File: src/rtl/wash_cycle_ctrl.sv
// Wash cycle sequencer. Consumes the phase timer's done flags, drives the
// actuators and door lock, and restarts the timer on every phase entry.
// Sequence: FILL, WASH, DRAIN, {FILL, RINSE, DRAIN} x RINSES, SPIN, DONE.
module wash_cycle_ctrl #(
  parameter int RINSES = 1,
  parameter int RCW    = 2
) (
  input  logic       clk,
  input  logic       reset,
  input  logic       start,
  input  logic       abort,
  input  logic       door_closed,
  input  logic [2:0] load_sel,
  input  logic       tmr_td,
  input  logic       tmr_tf,
  input  logic       tmr_tw,
  input  logic       tmr_tr,
  input  logic       tmr_ts,
  output logic       tmr_clr,
  output logic [2:0] tmr_load,
  output logic       water_valve,
  output logic       motor_agit,
  output logic       motor_spin,
  output logic       drain_pump,
  output logic       door_lock,
  output logic       busy,
  output logic       done,
  output logic [2:0] state
);

  localparam logic [2:0] S_IDLE  = 3'd0;
  localparam logic [2:0] S_FILL  = 3'd1;
  localparam logic [2:0] S_WASH  = 3'd2;
  localparam logic [2:0] S_DRAIN = 3'd3;
  localparam logic [2:0] S_RINSE = 3'd4;
  localparam logic [2:0] S_SPIN  = 3'd5;
  localparam logic [2:0] S_DONE  = 3'd6;
  localparam logic [2:0] S_HOLD  = 3'd7;

  localparam logic [RCW-1:0] RINSES_C = RCW'(RINSES);

  logic [2:0]     state_q, state_d;
  logic [2:0]     ret_state_q, ret_state_d;
  logic [RCW-1:0] rinse_cnt_q, rinse_cnt_d;
  logic           washed_q, washed_d;
  logic           aborting_q, aborting_d;
  logic           armed_q, armed_d;
  logic [2:0]     tmr_load_q, tmr_load_d;
  logic           tmr_clr_q, tmr_clr_d;
  logic           water_valve_q, water_valve_d;
  logic           motor_agit_q, motor_agit_d;
  logic           motor_spin_q, motor_spin_d;
  logic           drain_pump_q, drain_pump_d;
  logic           door_lock_q, door_lock_d;
  logic           busy_q, busy_d;
  logic           done_q, done_d;

  logic           phase_flag;
  logic           phase_done;
  logic           entering;

  // States in which the timer is running a timed phase.
  function automatic logic is_phase(input logic [2:0] s);
    return (s == S_FILL) || (s == S_WASH) || (s == S_DRAIN) ||
           (s == S_RINSE) || (s == S_SPIN);
  endfunction

  // Select the completion flag for the current phase; only trusted once armed.
  always_comb begin
    phase_flag = 1'b0;
    case (state_q)
      S_FILL:  phase_flag = tmr_tf;
      S_WASH:  phase_flag = tmr_tw;
      S_DRAIN: phase_flag = tmr_td;
      S_RINSE: phase_flag = tmr_tr;
      S_SPIN:  phase_flag = tmr_ts;
      default: phase_flag = 1'b0;
    endcase
    phase_done = armed_q & phase_flag;
  end

  // Sequencer next-state logic: abort beats door-open beats phase completion.
  always_comb begin
    state_d     = state_q;
    ret_state_d = ret_state_q;
    rinse_cnt_d = rinse_cnt_q;
    washed_d    = washed_q;
    aborting_d  = aborting_q;
    tmr_load_d  = tmr_load_q;
    case (state_q)
      S_IDLE: begin
        if (start && door_closed) begin
          state_d     = S_FILL;
          tmr_load_d  = load_sel;
          washed_d    = 1'b0;
          rinse_cnt_d = '0;
          aborting_d  = 1'b0;
        end
      end
      S_FILL, S_WASH, S_RINSE, S_SPIN: begin
        if (abort) begin
          aborting_d = 1'b1;
          state_d    = S_DRAIN;
        end else if (!door_closed) begin
          ret_state_d = state_q;
          state_d     = S_HOLD;
        end else if (phase_done) begin
          case (state_q)
            S_FILL:  state_d = washed_q ? S_RINSE : S_WASH;
            S_WASH: begin
              washed_d = 1'b1;
              state_d  = S_DRAIN;
            end
            S_RINSE: state_d = S_DRAIN;
            default: state_d = S_DONE;
          endcase
        end
      end
      S_DRAIN: begin
        // The pump-only drain runs regardless of door or abort.
        if (phase_done) begin
          if (aborting_q) begin
            aborting_d = 1'b0;
            state_d    = S_IDLE;
          end else if (rinse_cnt_q >= RINSES_C) begin
            state_d = S_SPIN;
          end else begin
            rinse_cnt_d = rinse_cnt_q + 1'b1;
            state_d     = S_FILL;
          end
        end
      end
      S_DONE: begin
        if (!start) state_d = S_IDLE;
      end
      S_HOLD: begin
        if (abort) begin
          aborting_d = 1'b1;
          state_d    = S_DRAIN;
        end else if (door_closed) begin
          state_d = ret_state_q;
        end
      end
      default: state_d = S_IDLE;
    endcase
  end

  // Timer restart on phase entry and output decode of the upcoming state.
  always_comb begin
    entering      = (state_d != state_q) && is_phase(state_d);
    tmr_clr_d     = entering;
    armed_d       = is_phase(state_d) && !entering && !tmr_clr_q;
    water_valve_d = (state_d == S_FILL);
    motor_agit_d  = (state_d == S_WASH) || (state_d == S_RINSE);
    motor_spin_d  = (state_d == S_SPIN);
    drain_pump_d  = (state_d == S_DRAIN) || (state_d == S_SPIN);
    door_lock_d   = (state_d != S_IDLE) && (state_d != S_DONE) && (state_d != S_HOLD);
    busy_d        = (state_d != S_IDLE) && (state_d != S_DONE);
    done_d        = (state_d == S_DONE);
  end

  // State and registered outputs; reset takes effect immediately.
  always_ff @(posedge clk or posedge reset) begin
    if (reset) begin
      state_q       <= S_IDLE;
      ret_state_q   <= S_IDLE;
      rinse_cnt_q   <= '0;
      washed_q      <= 1'b0;
      aborting_q    <= 1'b0;
      armed_q       <= 1'b0;
      tmr_load_q    <= 3'd0;
      tmr_clr_q     <= 1'b0;
      water_valve_q <= 1'b0;
      motor_agit_q  <= 1'b0;
      motor_spin_q  <= 1'b0;
      drain_pump_q  <= 1'b0;
      door_lock_q   <= 1'b0;
      busy_q        <= 1'b0;
      done_q        <= 1'b0;
    end else begin
      state_q       <= state_d;
      ret_state_q   <= ret_state_d;
      rinse_cnt_q   <= rinse_cnt_d;
      washed_q      <= washed_d;
      aborting_q    <= aborting_d;
      armed_q       <= armed_d;
      tmr_load_q    <= tmr_load_d;
      tmr_clr_q     <= tmr_clr_d;
      water_valve_q <= water_valve_d;
      motor_agit_q  <= motor_agit_d;
      motor_spin_q  <= motor_spin_d;
      drain_pump_q  <= drain_pump_d;
      door_lock_q   <= door_lock_d;
      busy_q        <= busy_d;
      done_q        <= done_d;
    end
  end

  assign state       = state_q;
  assign tmr_clr     = tmr_clr_q;
  assign tmr_load    = tmr_load_q;
  assign water_valve = water_valve_q;
  assign motor_agit  = motor_agit_q;
  assign motor_spin  = motor_spin_q;
  assign drain_pump  = drain_pump_q;
  assign door_lock   = door_lock_q;
  assign busy        = busy_q;
  assign done        = done_q;

endmodule

File: config.mk
export PLATFORM = sky130hd
export DESIGN_NAME = wash_cycle_ctrl
export DESIGN_NICKNAME = d
export VERILOG_FILES = /design/src/rtl/wash_cycle_ctrl.sv
export SDC_FILE = /design/constraint.sdc
export NUM_CORES = 1
export LEC_CHECK = 0
export CAP_MARGIN = 20
export CORE_MARGIN = 4
export CORE_UTILIZATION = 47
export DETAILED_ROUTE_END_ITERATION = 16
export MAX_ROUTING_LAYER = met4
export PLACE_DENSITY = 0.72
export SLEW_MARGIN = 20
export SYNTH_ARGS = -nofsm -noshare
export SYNTH_HDL_FRONTEND = slang
export SYNTH_SLANG_ARGS = --single-unit
File: constraint.sdc
create_clock -name clk -period 2.1 [get_ports clk]
set_input_delay 0.42 -clock clk [delete_from_list [all_inputs] [get_ports clk]]
set_output_delay 0.42 -clock clk [all_outputs]
set_load 0.02 [all_outputs]
# Yosys cells after proc, flatten, opt, wreduce, memory -nomap -nowiden
# Index checks and enable logic that the tools add are counted.
# classes
n_mux	28
bitwise_logic	2
n_reduce_logical	27
add_sub_neg	1
eq_ne	25
magnitude_cmp	1
# op_table
cell	n
$mux W3	11
$eq A3 B3 Y1 const B	7
$ne A2 B2 Y1 const B	8
$pmux W3 S5	1
$eq A3 B2 Y1 const B	4
$mux W2	4
$mux W1	7
$eq A3 B1 Y1 const B	2
$logic_and A1 B1 Y1	6
$logic_or A1 B1 Y1	6
$ne A3 B3 Y1 const B	2
$pmux W3 S2	1
$reduce_and A6 Y1	1
$reduce_bool A3 Y1	2
$pmux W1 S5	1
$reduce_and A5 Y1	1
$reduce_or A5 Y1	1
$pmux W2 S2	1
$reduce_and A2 Y1	2
$reduce_and A4 Y1	1
$reduce_bool A2 Y1	2
$reduce_or A4 Y1	1
$logic_not A3 Y1	1
$ne A3 B3 Y1	1
other kinds (9)	10
# totals
register_bits	22
inputBits	13
word_cells	99
out_inout_bits	14

# Depth between registers and ports, before layout
# logic_depth
word_depth	16
depth_mapped	9
mapped_depth_nobuf	6

# Least setup slack after synthesis
# Ideal clock, no wire load.
# synth_timing
path_kind	reg-to-reg
startpoint	register state_q[0] (netlist: state[0])
endpoint	register tmr_clr_q (netlist: tmr_clr)
stages_incl_launch_ff	9
t_arrival_ns	1.971
required_ns	2.005
slack_ns	0.033
path_buffers	2
setup_ns	0.095
path_cell_list	dfrtp_1 buf_4 a211o_1 o311ai_4 nor3b_1 or3_1 buf_6 and2_4 o32ai_2
# synth_via
elab_chain_cells	13
elab_cells_between_ends	33
classes_between	eq/ne (13); mux (11); bitwise (1); reduce/logical (8)
# synth_rtl
element	line	text
start: declaration	42	logic [2:0] state_q, state_d;
start signal: assignment	181	state_q <= state_d;
$eq A3 B3 Y1, or another cell as far along	71, 90	
$pmux W1 S5 or $reduce_or A2 Y1 (tied branches)	-	
$and A1 B1 Y1 or $pmux W3 S2 (tied branches)	79, 108	
$mux W3	107	end else if (phase_done) begin
$mux W3	104	end else if (!door_closed) begin
$mux W3	101	if (abort) begin
$pmux W3 S5 *	90	case (state_q)
named net state_d[2]	42	
$eq A3 B1 Y1 or $eq A3 B2 Y1 (tied branches)	64	return (s == S_FILL) || (s == S_WASH) || (s == S_DRAIN) ||
$logic_or A1 B1 Y1 (3 in series)	64	
$logic_or A1 B1 Y1	65	(s == S_RINSE) || (s == S_SPIN);
$logic_and A1 B1 Y1 *	150	entering = (state_d != state_q) && is_phase(state_d);
named net entering	60	logic entering;
end signal: assignment	188	tmr_clr_q <= tmr_clr_d;
end: declaration	49	logic tmr_clr_q, tmr_clr_d;
# The timed path passes the listed nets; every way through them passes the cells marked *.
# A chain may end at the register's enable or synchronous reset.

# Final worst setup path
# layout_timing
startpoint	register state_q[0] (netlist: state[0])
endpoint	register armed_q
# layout_via
elab_chain_cells	16
elab_cells_between_ends	36
classes_between	eq/ne (13); mux (11); bitwise (1); reduce/logical (11)
# layout_rtl
element	line	text
$eq A3 B3 Y1, or another cell as far along	71, 90	
$pmux W1 S5 or $reduce_or A2 Y1 (tied branches)	-	
$and A1 B1 Y1 or $pmux W3 S2 (tied branches)	79, 108	
$mux W3	107	
$mux W3	104	
$mux W3	101	
$pmux W3 S5	90	
$eq A3 B1 Y1 or $eq A3 B2 Y1 (tied branches)	64	
$logic_or A1 B1 Y1 (3 in series)	64	
$logic_or A1 B1 Y1	65	
$logic_and A1 B1 Y1	150	
$logic_not A1 Y1	152	armed_d = is_phase(state_d) && !entering && !tmr_clr_q;
$logic_and A1 B1 Y1 * (2 in series)	152	
named net armed_d	47	logic armed_q, armed_d;
end signal: assignment	186	armed_q <= armed_d;
end: declaration	47	
# Marks and branches as above.

==> impl_metrics.tcl <==
set metrics [dict create \
    status "complete, but fails checks" \
    violations "setup timing" \
    hold_viol 0 \
    initial_utilization_pct 49.3 \
    dp_cells 258 \
    drt_iter0_drc 108 \
    crit_top_cell "buf_4" \
    drc_errors 0 \
    reg2reg_from "state[0]" \
    dpl_worst_slack_ns -0.477 \
    drive_above_1_share_pct 33.3 \
    root_buffer "clkbuf_4" \
    via_per_inst 5.63 \
    ys_ff_latch 22 \
    clk_path_buf_depth 2 \
    track_usage_pct 23.3 \
    power.density_nw_per_um2 1600 \
    cts_htree_levels 1 \
    antennaDiodeCount 0 \
    maxSlewViolCount 0 \
    power_uw 3490 \
    final.fill_count 235 \
    p_seq_share_pct 21.8 \
    syn_inst 162 \
    seq_area_frac_synth_pct 36.5 \
    p_comb_share_pct 68.7 \
    grt_overflow_total 0 \
    crit_path_cell_trace "buf_4 -> mux2i_4 -> a21oi_1 -> a211oi_2 -> buf_4 -> or3_4 -> mux2i_1 -> nor4b_2" \
    r2r_setup_slack_ns -0.02 \
    antenna_found_initial 0 \
    power.net_switching_uw 1490 \
    crit_family "simple AND/OR/NAND/NOR gates" \
    wire_per_inst_um 16.9 \
    grt_pass1_vias 1579 \
    final_nets 234 \
    yosys.cell_types.count 47 \
    worst_pin_slew_ns 0.368 \
    post-route-period-util_pct 101 \
    dieWidth_um 64.6 \
    final_common_cell "buf_4" \
    crit_slowest_cell "dfrtp_2" \
    fp.dieH_um 64.6 \
    hold_ws_ns 0.430 \
    maxCapViolCount 0 \
    hold_class "in -> async" \
    dieArea_um2 4180 \
    avgSynthCellArea_um2 9.30 \
    place_congestion 0.906 \
    fin_crit_ns 2.12 \
    cp-end-kind "flop" \
    synthFlopType "dfrtp_1" \
    required_ns 2.33 \
    critPathBufInv 2 \
    max_stage_delay_ns 0.47 \
    cp.arrival_ns 2.35 \
    first_pass_iters 4 \
    fin_util_pct 71.5 \
    tritoncts "built" \
    clkSinkCount 22 \
    cp_max_fo 9 \
    dp_hpwl_um 3320 \
    grt_pass1_wl_um 7410 \
    max-vdd-ir-drop_v 0.00110 \
    multi_input_area_um2 931 \
    grt_start_max_net_pins 23 \
    cts-buffers-inserted 3 \
    clk_latency_ns 0.31 \
    fin_skew_ns 0.00575 \
    finalNonFillerCells 263 \
    setup_viol 2 \
    async_reset_ff_share_pct 100 \
    port_buffers 26 \
    cp_num_cells 8 \
    p_int_uw 2000 \
    routed_wl_um 4440 \
    num_vias 1480 \
    r2r-end "armed_q" \
    synth_fp_nets 176 \
    fmax_ghz 0.473 \
    row_count 20 \
    setup_slack_ns -0.0154 \
    layout.area.seq_um2 554 \
    core_um2 3050 \
    p_sw_share_pct 42.7 \
    syn_area_um2 1510 \
    p_leak_uw 0.000965 \
    ff2ff_path_depth 8 \
    critical_path_class "reg -> reg" \
    area_growth_pct 44.9 \
    worst_setup_path_start_kind "flop" \
    ant_nets 0 \
    clk_pin_slew_ns 0.14 \
    synth_warnings 0 \
    final_cell_mix "buf_4, clkdlybuf4s50_1, dfrtp_1, a21oi_1, nand2_1" \
    p_clk_share_pct 9.5 \
    synth_edf_count 0 \
    maxSlewHeadroom_pct 75.5 \
    rsz0062_at_grt "yes" \
    ios 27 \
]
-- how the worst max path moves through the flow --
stage,from,endpoint
2_1_floorplan,state[0],tmr_clr
3_3_place_gp,tmr_tf,tmr_clr
3_5_place_dp,tmr_tf,tmr_clr
4_1_cts,tmr_td,tmr_clr
5_1_grt,state[0],armed_q
6_report,state[0],armed_q
-- area by class of cell --
class | instances | share of cell area [%]
Tap cell | 44 | 2.52
Clock inverter | 1 | 1.38
Sequential cell | 22 | 25.4
Timing Repair Buffer | 64 | 25.5
Inverter | 8 | 1.55
Clock buffer | 3 | 1.03
Multi-Input combinational cell | 121 | 42.7
-- flip-flops by register name, summed over array words and instances (netlist names), 2 cells and up --
| signal | cells |
|---|---|
| tmr_load | 3 |
| ret_state_q | 3 |
| rinse_cnt_q | 2 |
| state | 3 |
-- layer usage --
metal	global-route usage [%]	part of all wire [%]
met5	-	0
met3	4.68	6.3
met4	8.44	1.7
met2	38.1	50
met1	28.5	42
-- synthesized netlist by cell type, drive strengths merged, types with 3 or more instances --
master  count  area share, %
nor3b       4            2.0
nor3        7            2.3
buf        10            5.5
nor2b       4            1.7
inv         8            2.0
mux2i       3            2.0
nor2       11            2.7
o21a        3            1.5
nand2b      3            1.2
a22oi       4            2.0
and3        3            1.2
a21oi      15            5.2
nand2      13            3.2
dfrtp      22             37
mux2        6            5.0
o21ai      12            4.0
or3         3            1.2
-- cells by family (layout without fill, tap and decap cells) --
| family | after synthesis | in the layout | share of synthesized area, % |
|---|---|---|---|
| multiplexers | 9 | 9 | 6.98 |
| AO/OA/AOI/OAI | 50 | 50 | 25.1 |
| adder cells (fa/ha/maj) | 1 | 1 | 0.830 |
| AND/OR/NAND/NOR | 59 | 59 | 21.7 |
| flip-flops | 22 | 22 | 36.5 |
| XOR/XNOR | 2 | 2 | 1.16 |
| buffers and inverters | 19 | 76 | 7.72 |
-- worst min-delay path, stage by stage --
cell and delay, ns:
clkdlybuf4s50_1 0.40, inv_1 0.05, buf_4 0.28
-- power groups by stage --
stage / Clock, uW / Sequential [uW] / Combinational, uW
3_3_place_gp: 0 / 754 / 2060
6_report: 332 / 761 / 2400
4_1_cts: 339 / 759 / 2230
2_1_floorplan: 0 / 854 / 1230
3_5_place_dp: 0 / 763 / 2120
5_1_grt: 366 / 780 / 2590
-- repair_timing --
action	in CTS	in global routing
setup endpoints to repair	7	7
resized for setup	11	14
pin swaps	7	6
buffers inserted	0	2
hold buffers	0	0
cloned	0	0
-- stage by stage --
step           area, um2  TNS (ns)
6_report            2180   -0.0271
3_5_place_dp        2010     -4.28
2_1_floorplan       1510         0
4_1_cts             2120  -0.00452
5_1_grt             2180    -0.133
3_3_place_gp        2010     -3.81
Power figures use the tool's default switching activity.
